$ cat src/rtl/rom_seq_pkg.sv
// Shared types and defaults for the ROM address sequencer.
package rom_seq_pkg;

    typedef enum logic [1:0] {
        IDLE  = 2'd0,
        RUN   = 2'd1,
        DRAIN = 2'd2
    } seq_state_t;

    localparam int ADDR_W_DEF  = 8;
    localparam int DATA_W_DEF  = 8;
    localparam int ROM_LAT_DEF = 2;
    localparam int ROM_LAT_MAX = 4;

endpackage

$ cat src/rtl/rom_seq_tagpipe.sv
// LAT-deep {valid,last} shift register that tracks words in flight through the ROM.
// mark_last retro-tags the youngest in-flight word as the final one.
module rom_seq_tagpipe
    import rom_seq_pkg::*;
#(
    parameter int LAT = ROM_LAT_DEF
) (
    input  logic clk,
    input  logic rst_n,
    input  logic in_valid,
    input  logic in_last,
    input  logic mark_last,
    output logic head_valid,
    output logic head_last,
    output logic empty
);

    logic [LAT:1] v;
    logic [LAT:1] l;
    logic         last1_eff;

    // Stage 1 always holds the word issued on the previous cycle.
    assign last1_eff = l[1] | mark_last;

    always_ff @(posedge clk or negedge rst_n) begin
        if (!rst_n) begin
            v <= '0;
            l <= '0;
        end else begin
            v[1] <= in_valid;
            l[1] <= in_last;
            for (int k = 2; k <= LAT; k++) begin
                v[k] <= v[k-1];
                l[k] <= (k == 2) ? last1_eff : l[k-1];
            end
        end
    end

    assign head_valid = v[LAT];
    assign head_last  = (LAT == 1) ? last1_eff : l[LAT];
    assign empty      = ~|v;

endmodule

$ cat src/rtl/rom_addr_seq.sv
// ROM address sequencer and read-data capture stage.
// Optional pass counter output enabled by defining ROM_SEQ_PASSCNT_EN.
module rom_addr_seq
    import rom_seq_pkg::*;
#(
    parameter int ADDR_W  = ADDR_W_DEF,
    parameter int DATA_W  = DATA_W_DEF,
    parameter int ROM_LAT = ROM_LAT_DEF
) (
    input  logic              clk,
    input  logic              rst_n,
    input  logic              start,
    input  logic              stop,
    input  logic              loop,
    input  logic [ADDR_W-1:0] start_addr,
    input  logic [ADDR_W-1:0] end_addr,
    input  logic [ADDR_W-1:0] step,
    output logic [ADDR_W-1:0] rom_addr,
    input  logic [DATA_W-1:0] rom_q,
    output logic [DATA_W-1:0] dout,
    output logic              dout_valid,
    output logic              dout_last,
    output logic              busy,
    output logic              done
`ifdef ROM_SEQ_PASSCNT_EN
    ,
    output logic [15:0]       pass_cnt
`endif
);

    seq_state_t        state;
    seq_state_t        state_nxt;
    logic [ADDR_W-1:0] cfg_start;
    logic [ADDR_W-1:0] cfg_end;
    logic [ADDR_W-1:0] cfg_step;
    logic              cfg_loop;
    logic [ADDR_W-1:0] addr_nxt;
    logic [ADDR_W:0]   nxt;
    logic              pass_end;
    logic              cfg_load;
    logic              issue;
    logic              issue_last;
    logic              mark_last;
    logic              finish;
    logic              head_valid;
    logic              head_last;
    logic              pipe_empty;

    // One extra bit so an address past the top of the ROM is seen, not wrapped.
    assign nxt      = {1'b0, rom_addr} + {1'b0, cfg_step};
    assign pass_end = nxt > {1'b0, cfg_end};

    always_comb begin
        state_nxt  = state;
        addr_nxt   = rom_addr;
        cfg_load   = 1'b0;
        issue      = 1'b0;
        issue_last = 1'b0;
        mark_last  = 1'b0;
        finish     = 1'b0;
        case (state)
            IDLE: begin
                if (start) begin
                    state_nxt = RUN;
                    cfg_load  = 1'b1;
                    addr_nxt  = start_addr;
                end
            end
            RUN: begin
                if (stop) begin
                    mark_last = 1'b1;
                    state_nxt = DRAIN;
                end else begin
                    issue = 1'b1;
                    if (pass_end) begin
                        if (cfg_loop) begin
                            addr_nxt = cfg_start;
                        end else begin
                            issue_last = 1'b1;
                            state_nxt  = DRAIN;
                        end
                    end else begin
                        addr_nxt = nxt[ADDR_W-1:0];
                    end
                end
            end
            DRAIN: begin
                if (pipe_empty) begin
                    finish    = 1'b1;
                    state_nxt = IDLE;
                end
            end
            default: state_nxt = IDLE;
        endcase
    end

    always_ff @(posedge clk or negedge rst_n) begin
        if (!rst_n) begin
            state     <= IDLE;
            rom_addr  <= '0;
            cfg_start <= '0;
            cfg_end   <= '0;
            cfg_step  <= '0;
            cfg_loop  <= 1'b0;
            busy      <= 1'b0;
            done      <= 1'b0;
        end else begin
            state    <= state_nxt;
            rom_addr <= addr_nxt;
            done     <= finish;
            if (cfg_load) begin
                cfg_start <= start_addr;
                cfg_end   <= end_addr;
                cfg_step  <= (step == '0) ? {{(ADDR_W-1){1'b0}}, 1'b1} : step;
                cfg_loop  <= loop;
                busy      <= 1'b1;
            end else if (finish) begin
                busy <= 1'b0;
            end
        end
    end

    rom_seq_tagpipe #(
        .LAT(ROM_LAT)
    ) u_tagpipe (
        .clk       (clk),
        .rst_n     (rst_n),
        .in_valid  (issue),
        .in_last   (issue_last),
        .mark_last (mark_last),
        .head_valid(head_valid),
        .head_last (head_last),
        .empty     (pipe_empty)
    );

    always_ff @(posedge clk or negedge rst_n) begin
        if (!rst_n) begin
            dout       <= '0;
            dout_valid <= 1'b0;
            dout_last  <= 1'b0;
        end else begin
            dout_valid <= head_valid;
            dout_last  <= head_valid & head_last;
            if (head_valid) begin
                dout <= rom_q;
            end
        end
    end

`ifdef ROM_SEQ_PASSCNT_EN
    always_ff @(posedge clk or negedge rst_n) begin
        if (!rst_n) begin
            pass_cnt <= '0;
        end else if (cfg_load) begin
            pass_cnt <= '0;
        end else if (issue && pass_end && cfg_loop && (pass_cnt != 16'hFFFF)) begin
            pass_cnt <= pass_cnt + 16'd1;
        end
    end
`endif

endmodule

$ cat config.mk
export PLATFORM = sky130hd
export DESIGN_NAME = rom_addr_seq
export DESIGN_NICKNAME = d
export VERILOG_FILES = /design/src/rtl/rom_seq_pkg.sv /design/src/rtl/rom_seq_tagpipe.sv /design/src/rtl/rom_addr_seq.sv
export SDC_FILE = /design/constraint.sdc
export NUM_CORES = 1
export LEC_CHECK = 0
export ABC_AREA = 1
export CORE_UTILIZATION = 35
export CTS_BUF_LIST = sky130_fd_sc_hd__clkbuf_8 sky130_fd_sc_hd__clkbuf_16
export CTS_CLUSTER_DIAMETER = 50
export DETAILED_ROUTE_END_ITERATION = 10
export PLACE_DENSITY = 0.61
export SLEW_MARGIN = 20
export SYNTH_ARGS = -nofsm -noshare
export SYNTH_HDL_FRONTEND = slang
export SYNTH_SLANG_ARGS = --single-unit
$ cat constraint.sdc
create_clock -name clk -period 5.1 [get_ports clk]
set_input_delay 0.765 -clock clk [delete_from_list [all_inputs] [get_ports clk]]
set_output_delay 0.765 -clock clk [all_outputs]
set_load 0.02 [all_outputs]
==> Word-level counts from Yosys, hierarchy flattened <==
Cells that the tools add are included.
W data, S select, Z words.
{ "classes": {"eq_ne": 8, "n_reduce_logical": 7, "n_lt_le_gt_ge": 1, "n_mux": 26, "addsub": 1, "n_bitwise": 2} }
{ "ops": {"columns": ["op", "count"], "rows": [
  ["$mux W8", 5],
  ["$pmux W8 S2", 1],
  ["$mux W1", 14],
  ["$mux W2", 5],
  ["$add A8 B8 Y9", 1],
  ["$gt A9 B8 Y1", 1],
  ["$ne A3 B3 Y1 const B", 3],
  ["$logic_not A8 Y1", 1],
  ["$reduce_and A4 Y1", 2],
  ["$ne A2 B2 Y1 const B", 3],
  ["$pmux W2 S3", 1],
  ["$reduce_bool A2 Y1", 2],
  ["$eq A2 B1 Y1 const B", 1],
  ["$eq A2 B2 Y1 const B", 1],
  ["$logic_not A2 Y1", 1],
  ["$reduce_or A2 Y1", 1],
  ["$and A1 B1 Y1", 1],
  ["$or A1 B1 Y1", 1]
]} }
{ "word_totals": {"regBits": 51, "elab_cells": 58, "out_inout_bits": 20, "in_bits": 37} }

==> Depth between registers and ports, before layout <==
Gate-level depths: netlist (run 1).
{ "logic_depth": {"depth_word": 5, "depth_mapped": 22, "mapped_depth_nobuf": 22} }

==> Modules after synthesis <==
From an unflattened synthesis (run 1), not the netlist that was laid out.
{ "hier_totals": {"cells_unflattened": 319, "area_unflattened_um2": 2687.6} }
{ "modules_own_cells": {"columns": ["mod", "seq_area_each_um2", "instances", "cells_each", "area_per_inst_um2"], "rows": [
  ["rom_addr_seq", 1176.1, 1, 311, 2572.5],
  ["rom_seq_tagpipe", 100.1, 1, 8, 115.1]
]} }

==> Least setup slack after synthesis (run 1) <==
Ideal clock, no wire load.
{ "synth_timing": {"path_kind": "register -> register", "from": "register rom_addr[0]", "to": "register rom_addr[0]", "t_required_ns": 4.983, "path_stages_with_launch": 22, "setup_time_ns": 0.117, "n_path_buf": 0, "period_less_slack_ns": 2.842, "setup_slack_ns": 2.258, "arrival_time_ns": 2.725, "path_cell_list": "dfrtp_1 > ha_1 > fa_1 > nand3_1 > nand3_2 > xor2_1 > ha_1 > nand2_1 > nor2_1 > nand2_1 > nand3_1 > nand2_1 > nand2_1 > nand2_1 > nand2_1 > nand2_4 > nand2_8 > nand2_4 > nand2_2 > nand2_2 > nand2_1 > nand2_1"} }
{ "synth_via": {"elab_chain_cells": 5, "word_cells_on_any_way": 7, "classes_between": "add/sub (1); order compare (1); eq/ne (1); mux (3); reduce/logical (1)"} }
{ "synth_rtl": {"columns": ["item", "line", "text"], "rows": [
  ["start, declared", "rom_addr_seq.sv:18", "output logic [ADDR_W-1:0] rom_addr,"],
  ["start signal, assigned", "rom_addr_seq.sv:109", "rom_addr <= addr_nxt;"],
  ["$add A8 B8 Y9 *", "rom_addr_seq.sv:50", "assign nxt = {1'b0, rom_addr} + {1'b0, cfg_step};"],
  ["$gt A9 B8 Y1", "rom_addr_seq.sv:51", "assign pass_end = nxt > {1'b0, cfg_end};"],
  ["$mux W8", "rom_addr_seq.sv:75", "if (pass_end) begin"],
  ["$mux W8", "rom_addr_seq.sv:70", "if (stop) begin"],
  ["$pmux W8 S2", "rom_addr_seq.sv:61", "case (state)"]
]} }
Mark *: on every way between the ends. The rest lies on a longest branch, timed or not. The select of a mux whose other input is x is not followed.
A chain may end at the register's enable or synchronous reset.

==> Worst setup path after layout (run 1) <==
{ "layout_timing": {"from": "register rom_addr[0]", "to": "register rom_addr[6]"} }
Same word-level chain as after synthesis.

==> reports/metrics.yaml, run 1 <==
status: "finished clean"
cp.required_ps: 5310
cts_sinks: 51
dp_cells: 463
stdcell_count: 471
reg2reg_from: "rom_addr[0]"
r2r_slack_ps: 1970
post-route-period-util: 0.614
cts_tree: "yes"
layout_setup_ws_ps: 1970
core.rowCount: 31
tightest_slew_ps: 962
start_kind: "flop"
cp-startpoint: "rom_addr[0]"
floorplan.initialDensity: 0.365
clk_pin_slew_ps: 110
crit_path_end: "rom_addr[6]"
worstSetupEndpointType: "flop"
antenna_found_initial: 0
post_cts_resized: 0
portBuffers: 56
fp.dieArea_sq_um: 7990
io_pins: 57
synth_edf_count: 0
critical_path_arrival_ps: 3340
diodes: 0
drive_above_1_share: 0.0753
pre_cts_slack_ps: 2000
ant_nets: 0
slew_violations: 0
grt_max_degree: 52
netlist_area_sq_um: 2670
htreeDepth: 2
track_usage: 0.166
synth_warnings: 0
period_needed_ps: 3130
fill_cells: 734
cts-root-buf: "clkbuf_8"
cts_setup_buffers: 0
powerDensity_nw_per_um2: 756
grt_overflow: 0
cts_hold_buf: 0
synthTopCellsByCount: "nand2_1, dfrtp_1, inv_1"
grt_pass1_vias: 2038
fin_tns_setup_ps: 0
gp_congestion: 0.861
fp.dieH_um: 89.4
synth_fp_nets: 369
finalSetupViolCount: 0
vias_per_cell: 4.59
syn_inst: 315
synth_seq_area_share: 0.477
grt_pass1_wl_mm: 9.99
synth.area.top_cells: "dfrtp_1, nand2_1, ha_1, inv_1, nand3_1"
min_path_type: "reg2reg"
hold_viol_final: 0
dpl.hpwl_mm: 4.35
firstDrtPassIters: 4
drt_iter0_markers: 100
rr_endpoint: "rom_addr[6]"
dieWidth_um: 89.4
yosys.area.top_type: "dfrtp_1"
ys_types: 31
ir_drop_mv: 0.287
core_sq_um: 7330
rsz0062_at_grt: "false"
final_util: 0.466
maxSlewHeadroom: 0.355
wl_per_cell_um: 12.5
reg2regPathDepth: 21
wl_mm: 5.87
clockBufferDepth: 2
critPathKind: "reg2reg"
ys_ff_latch: 51
synth_async_sr_flop_share: 1.00
clkLatencyLatePin_ps: 320
syn_avg_cell_area_sq_um: 8.49
synth_ff_type: "dfrtp_1"
critPathMaxFanout: 9
max_cap_viol_count: 0
route.vias.total: 2162
synth_most_common_cell: "nand2_1"
skew_ps: 7.58
p_total_w: 0.00258
yosys.area.top_type_share: 0.477
remaining_drc_errors: 0
max_clock_freq_mhz: 319
numCtsBuffers: 5
p_leak_nw: 1.74
syn_to_final_growth_pct: 27.8
fin_nets: 425
-- layout make-up --
type / count / area [sq um] / area share
sequential: 51 / 1280 / 0.373
clock inverter: 3 / 28.8 / 0.00842
tap: 99 / 124 / 0.0362
clock buffer: 5 / 68.8 / 0.0201
inverter: 42 / 158 / 0.0461
timing repair buffer: 57 / 563 / 0.165
multi-input combinational: 214 / 1200 / 0.351
-- state kept, by name, indices dropped and copies added (netlist names) --
name	cells
u_tagpipe.l	2
u_tagpipe.v	2
dout_last	1
dout_valid	1
cfg_loop	1
cfg_end	8
dout	8
cfg_step	8
busy	1
done	1
state	2
rom_addr	8
cfg_start	8
-- per-stage QoR --
step | hold WS [ps] | cell area, sq um
after global placement | 359 | 3320
after floorplan | 346 | 2670
final | 383 | 3420
after global routing | 410 | 3420
after CTS | 386 | 3420
after detailed placement | 360 | 3320
-- how the worst min path moves through the flow --
stage | cells after the start | end | startpoint
5_1_grt | 0 | u_tagpipe.v[2] | u_tagpipe.v[1]
3_3_place_gp | 0 | u_tagpipe.v[2] | u_tagpipe.v[1]
4_1_cts | 0 | u_tagpipe.v[2] | u_tagpipe.v[1]
6_report | 0 | u_tagpipe.v[2] | u_tagpipe.v[1]
2_1_floorplan | 0 | u_tagpipe.v[2] | u_tagpipe.v[1]
3_5_place_dp | 0 | u_tagpipe.v[2] | u_tagpipe.v[1]
-- routing by layer --
layer  part of all wire  track usage  vias up
met1               0.48        0.230     1004
met4              0.011       0.0491        0
li1                   -            -     1103
met5                  0            0        -
met3              0.045       0.0342        4
met2               0.47        0.263       51
-- placed cells by master, fill, tap and decap left out --
cell	n
o211a_1	1
nand2_8	1
buf_4	1
clkdlybuf4s50_1	55
buf_2	1
nand2_1	112
clkinv_4	2
nor2_1	5
ha_1	16
fa_1	1
mux2_2	8
a21o_1	1
nor3_1	1
o21ai_0	21
or2_2	1
nor2_2	1
clkinv_1	2
nand2_4	2
dfrtp_1	51
nand3_1	21
nor4_1	1
nand3_2	1
inv_1	40
a31oi_1	1
a41oi_1	1
a21oi_1	5
nand4_1	2
clkbuf_8	5
xor2_1	5
nand3b_1	1
inv_8	1
a21oi_4	1
o21bai_1	1
nand2_2	3
-- power breakdown --
part	switching, W	internal (W)	leakage [nW]
combinational	0.00100	0.000633	1.05
clock	0.000154	0.000102	0.0502
sequential	0.000105	0.000588	0.633
-- logic make-up after synthesis --
kind of cell,count (synthesis),synth area share
and+or+nand+nor,152,0.247
DFF,51,0.477
buffers and inverters,50,0.0739
AOI/OAI and AO/OA,32,0.0697
adders and majority gates,17,0.0824
muxes,8,0.0337
xor gates and xnor gates,5,0.0164
-- worst max-delay path, stage by stage, from the launching register on --
cell and delay (ps):
dfrtp_1 420, ha_1 240, fa_1 400, nand3_1 100
nand3_2 90, xor2_1 190, ha_1 310, nand2_1 60
nor2_1 140, nand2_1 60, nand3_1 70, nand2_1 60
nand2_1 70, nand2_1 50, nand2_1 90, nand2_4 110
nand2_8 110, nand2_4 70, nand2_2 70, nand2_2 110
nand2_1 130, nand2_1 60
(Power assumes the default switching activity.)
==> run 2, diff against run 1 <==
==> constraint.sdc (replaced) <==
create_clock -name clk -period 3.05 [get_ports clk]
set_input_delay 0.4575 -clock clk [delete_from_list [all_inputs] [get_ports clk]]
set_output_delay 0.4575 -clock clk [all_outputs]
set_load 0.02 [all_outputs]
==> run 2 against run 1 <==
Effect of this change: register-to-register slack got worse by 1900 ps; clock skew increased by 3.8 ps; non-clock buffer count increased by 14; fmax increased by 5.3%; cell area increased by 7.4%; global-route usage about the same; critical path depth unchanged; die area unchanged.
==> reports/metrics.yaml, run 2 (same netlist as run 1, synthesis figures left out) <==
status: "finished clean"
cp_slowest_stage_delay_ps: 400
cts_hold_buf: 0
critPathMaxFanout: 8
io_pins: 57
period_needed_ps: 2970
slew_violations: 0
clockBufferDepth: 2
fp.dieH_um: 89.4
wl_per_cell_um: 12.8
dieWidth_um: 89.4
max_clock_freq_mhz: 336
final_common_cell: "nand2_1"
floorplan.initialDensity: 0.365
antenna_found_initial: 0
final_util: 0.501
critical_path_arrival_ps: 3220
grt_pass1_wl_mm: 9.89
clkLatencyLatePin_ps: 310
min_path_type: "in2async"
max_cap_viol_count: 0
grt_max_degree: 36
start_kind: "flop"
drive_above_1_share: 0.168
firstDrtPassIters: 4
fp.dieArea_sq_um: 7990
dpl.hpwl_mm: 4.52
route.vias.total: 2219
rsz0062_at_grt: "true"
syn_to_final_growth_pct: 37.3
tightest_slew_ps: 838
fill_cells: 680
drt_iter0_markers: 142
gp_congestion: 0.893
layout_common_cells: "nand2_1, clkdlybuf4s50_1, dfrtp_1"
grt_pass1_vias: 2015
ant_nets: 0
numCtsBuffers: 5
cts-root-buf: "clkbuf_8"
core.rowCount: 31
slowest_stage: "dfrtp_1"
grt_overflow: 0
critPathKind: "reg2reg"
worstSetupEndpointType: "flop"
htreeDepth: 2
vias_per_cell: 4.58
finalSetupViolCount: 0
cts_sinks: 51
diodes: 0
portBuffers: 56
cts_tree: "yes"
post-route-period-util: 0.975
hold_viol_final: 0
cp.required_ps: 3300
core_sq_um: 7330
track_usage: 0.166
maxSlewHeadroom: 0.441
skew_ps: 11.4
wl_mm: 6.21
clk_pin_slew_ps: 100
fin_nets: 439
crit_path_cell_trace: "ha_2 -> fa_2 -> nand3_2 -> nand3_4 -> nand2_2 -> nand3_2 -> xor2_1 -> inv_1 -> ha_4 -> nand2_2 -> inv_2 -> nand2_2 -> nand2_1 -> nand2_1 -> nand2_2 -> nand2_4 -> nand2_8 -> nand2_4 -> a21oi_4 -> nand2_1 -> nand2_1"
remaining_drc_errors: 0
[run 2: final cells by class]
type / count / area (sq um) / area share
Inverter: 42 / 158 / 0.0429
Sequential cell: 51 / 1280 / 0.348
Multi-Input combinational cell: 214 / 1350 / 0.368
Tap cell: 99 / 124 / 0.0337
Timing Repair Buffer: 71 / 668 / 0.182
Clock inverter: 3 / 26.3 / 0.00716
Clock buffer: 5 / 68.8 / 0.0187
[run 2: worst paths after layout]
| check | cells after the start | end | startpoint | slack, ps |
|---|---|---|---|---|
| min in group clk | 0 | u_tagpipe.v[2] | u_tagpipe.v[1] | 390 |
| worst min-delay path | 1 | cfg_step[7] | rst_n | 230 |
| max in group asynchronous | 2 | cfg_end[0] | rst_n | 2070 |
| worst max-delay path | 21 | rom_addr[5] | rom_addr[0] | 80 |
| worst min register to register | 0 | u_tagpipe.v[2] | u_tagpipe.v[1] | 390 |
| worst max register to register | 21 | rom_addr[5] | rom_addr[0] | 80 |
[run 2: per-layer routing]
metal,part of all wire,global-route usage,vias up
met5,0,0,-
met1,0.49,0.237,1039
li1,-,-,1132
met3,0.031,0.0332,5
met4,0.013,0.0519,0
met2,0.46,0.252,43
[run 2: through the flow]
step,cell area [sq um],std cells,setup TNS (ps),hold WS [ps],setup slack [ps]
after global placement,3340,466,0,360,59.5
final,3670,485,0,233,76.8
after global routing,3670,485,-689,293,-125
after detailed placement,3340,466,-21.0,362,-8.46
after floorplan,2670,315,0,162,208
after CTS,3450,475,0,254,9.39
[run 2: critical path: cells and delay by family (launching register included)]
family          cells  cell delay (ps)
compound gates      1              240
xor+xnor            1              200
fa+ha+maj           3              850
buf+inv             2              160
flops               1              400
simple gates       14             1050
[run 2: repair_timing]
action	in CTS	in global routing
setup buffers	1	10
setup endpoints to repair	6	10
cloned	0	0
pin swaps	0	25
gates resized for setup	1	27
Power of run 2 is left out: the tool's default activity adds up to more than one toggle a clock period on the data nets, which glitch-free logic cannot reach.
==> run 3, diff against run 2 <==
--- a/config.mk
+++ b/config.mk
@@ -11,6 +11,7 @@
 export CTS_CLUSTER_DIAMETER = 50
 export DETAILED_ROUTE_END_ITERATION = 10
 export PLACE_DENSITY = 0.61
+export SKIP_CTS_REPAIR_TIMING = 1
 export SLEW_MARGIN = 20
 export SYNTH_ARGS = -nofsm -noshare
 export SYNTH_HDL_FRONTEND = slang
==> run 3 against run 2 <==
Effect of this change: global-route usage shrank 0.078 points; worst setup slack gained 62 ps; clock-buffer cell count is the same; first-iteration DRC count shrank 13%; sequential cell count is the same; die area is the same; worst hold slack gained 3.9 ps; critical path type unchanged; utilization shrank 1.0 points; critical path depth is the same.
==> reports/metrics.yaml, run 3 (same netlist as run 1, synthesis figures left out) <==
dieWidth_um: 89.4
final_common_cell: "nand2_1"
ant_nets: 0
status: "finished clean"
remaining_drc_errors: 0
reg2regPathDepth: 21
drive_above_1_share: 0.137
firstDrtPassIters: 4
fin_nets: 440
layout_common_cells: "nand2_1, clkdlybuf4s50_1, dfrtp_1"
slowest_stage: "dfrtp_1"
maxSlewHeadroom: 0.431
vias_per_cell: 4.51
diodes: 0
grt_pass1_vias: 1994
critical_path_buf_inv_count: 2
critPathMaxFanout: 8
finalSetupViolCount: 0
htreeDepth: 2
portBuffers: 56
tightest_slew_ps: 853
crit_top_cell: "nand2_1"
worstSetupEndpointType: "flop"
p_leak_nw: 1.81
whs_ps: 237
max_cap_viol_count: 0
floorplan.initialDensity: 0.365
crit_family: "simple AND/OR/NAND/NOR gates"
skew_ps: 10.6
io_pins: 57
grt_max_degree: 36
cp_slowest_stage_delay_ps: 400
cts_sinks: 51
period_needed_ps: 2910
crit_path_cell_trace: "ha_2 -> fa_2 -> nand3_2 -> nand3_4 -> nand2_2 -> nand3_1 -> xor2_1 -> inv_1 -> ha_4 -> nand2_1 -> inv_1 -> nand2_1 -> nand2_1 -> nand2_1 -> nand2_2 -> nand2_4 -> nand2_8 -> nand2_4 -> a21oi_4 -> nand2_1 -> nand2_1"
track_usage: 0.165
cp.required_ps: 3300
cts_tree: "yes"
grt_pass1_wl_mm: 9.83
syn_to_final_growth_pct: 34.6
critical_path_arrival_ps: 3160
rsz0062_at_grt: "true"
reg2reg_from: "cfg_step[0]"
fp.dieH_um: 89.4
antenna_found_initial: 0
grt_overflow: 0
drt_iter0_markers: 123
wl_mm: 6.12
powerDensity_nw_per_um2: 1360
min_path_type: "in2async"
post-route-period-util: 0.954
route.vias.total: 2190
critPathKind: "reg2reg"
start_kind: "flop"
hold_viol_final: 0
slew_violations: 0
numCtsBuffers: 5
clockBufferDepth: 2
clkLatencyLatePin_ps: 320
cp.depth: 21
clk_pin_slew_ps: 100
dpl.hpwl_mm: 4.52
cp-startpoint: "cfg_step[0]"
fin_tns_setup_ps: 0
cts-root-buf: "clkbuf_8"
wl_per_cell_um: 12.6
core.rowCount: 31
gp_congestion: 0.893
core_sq_um: 7330
ir_drop_mv: 0.603
max_clock_freq_mhz: 344
fp.dieArea_sq_um: 7990
run 3: cell count changes in the layout (fill, tap and decap cells not counted), moves of 2 or more:
cell,delta
nand2_1,+5
nand2_2,-5
nand3_1,+3
nand3_2,-3
ha_1,+2
xor2_4,-2
run 3: final timing paths:
| kind | to | slack (ps) |
|---|---|---|
| max | rom_addr[6] | 140 |
| min | cfg_step[7] | 240 |
| max reg2reg | rom_addr[6] | 140 |
| min reg2reg | u_tagpipe.v[2] | 390 |
| max in group asynchronous | cfg_end[0] | 2060 |
| min in group clk | u_tagpipe.v[2] | 390 |
run 3: final cells by class:
class	instances	area (sq um)
multi-input combinational	214	1270
clock inverter	3	26.3
sequential	51	1280
clock buffer	5	68.8
fill	689	3730
timing repair buffer	72	676
tap	99	124
inverter	42	158
run 3: stage by stage:
stage / utilization / instances / power [W] / setup WS [ps] / cell area [sq um]
after global routing: 0.491 / 486 / 0.00536 / -74.7 / 3600
after detailed placement: 0.456 / 466 / 0.00391 / -8.46 / 3340
after floorplan: - / 315 / 0.00313 / 208 / 2670
after CTS: 0.469 / 474 / 0.00435 / -25.1 / 3440
after global placement: 0.456 / 466 / 0.00386 / 59.5 / 3340
final: 0.491 / 486 / 0.00488 / 139 / 3600
run 3: routing by layer:
layer	wire length, um	up-vias	track usage
li1	-	1131	-
met1	3060	1014	0.237
met2	2790	40	0.250
met3	190	5	0.0332
met4	82	0	0.0519
met5	0	-	0
run 3: worst register-to-register path, cell delays in order (launching register included):
cell and delay (ps):
dfrtp_1 400, ha_2 210, fa_2 380, nand3_2 90, nand3_4 80, nand2_2 70, nand3_1 70, xor2_1 200
inv_1 100, ha_4 270, nand2_1 40, inv_1 60, nand2_1 50, nand2_1 50, nand2_1 60, nand2_2 80
nand2_4 80, nand2_8 90, nand2_4 70, a21oi_4 240, nand2_1 90, nand2_1 80
run 3: report_power, final:
part           internal [W]  leakage [nW]  switching, W
logic               0.00148          1.13       0.00182
registers          0.000983         0.633      0.000178
clock network      0.000170        0.0491      0.000255
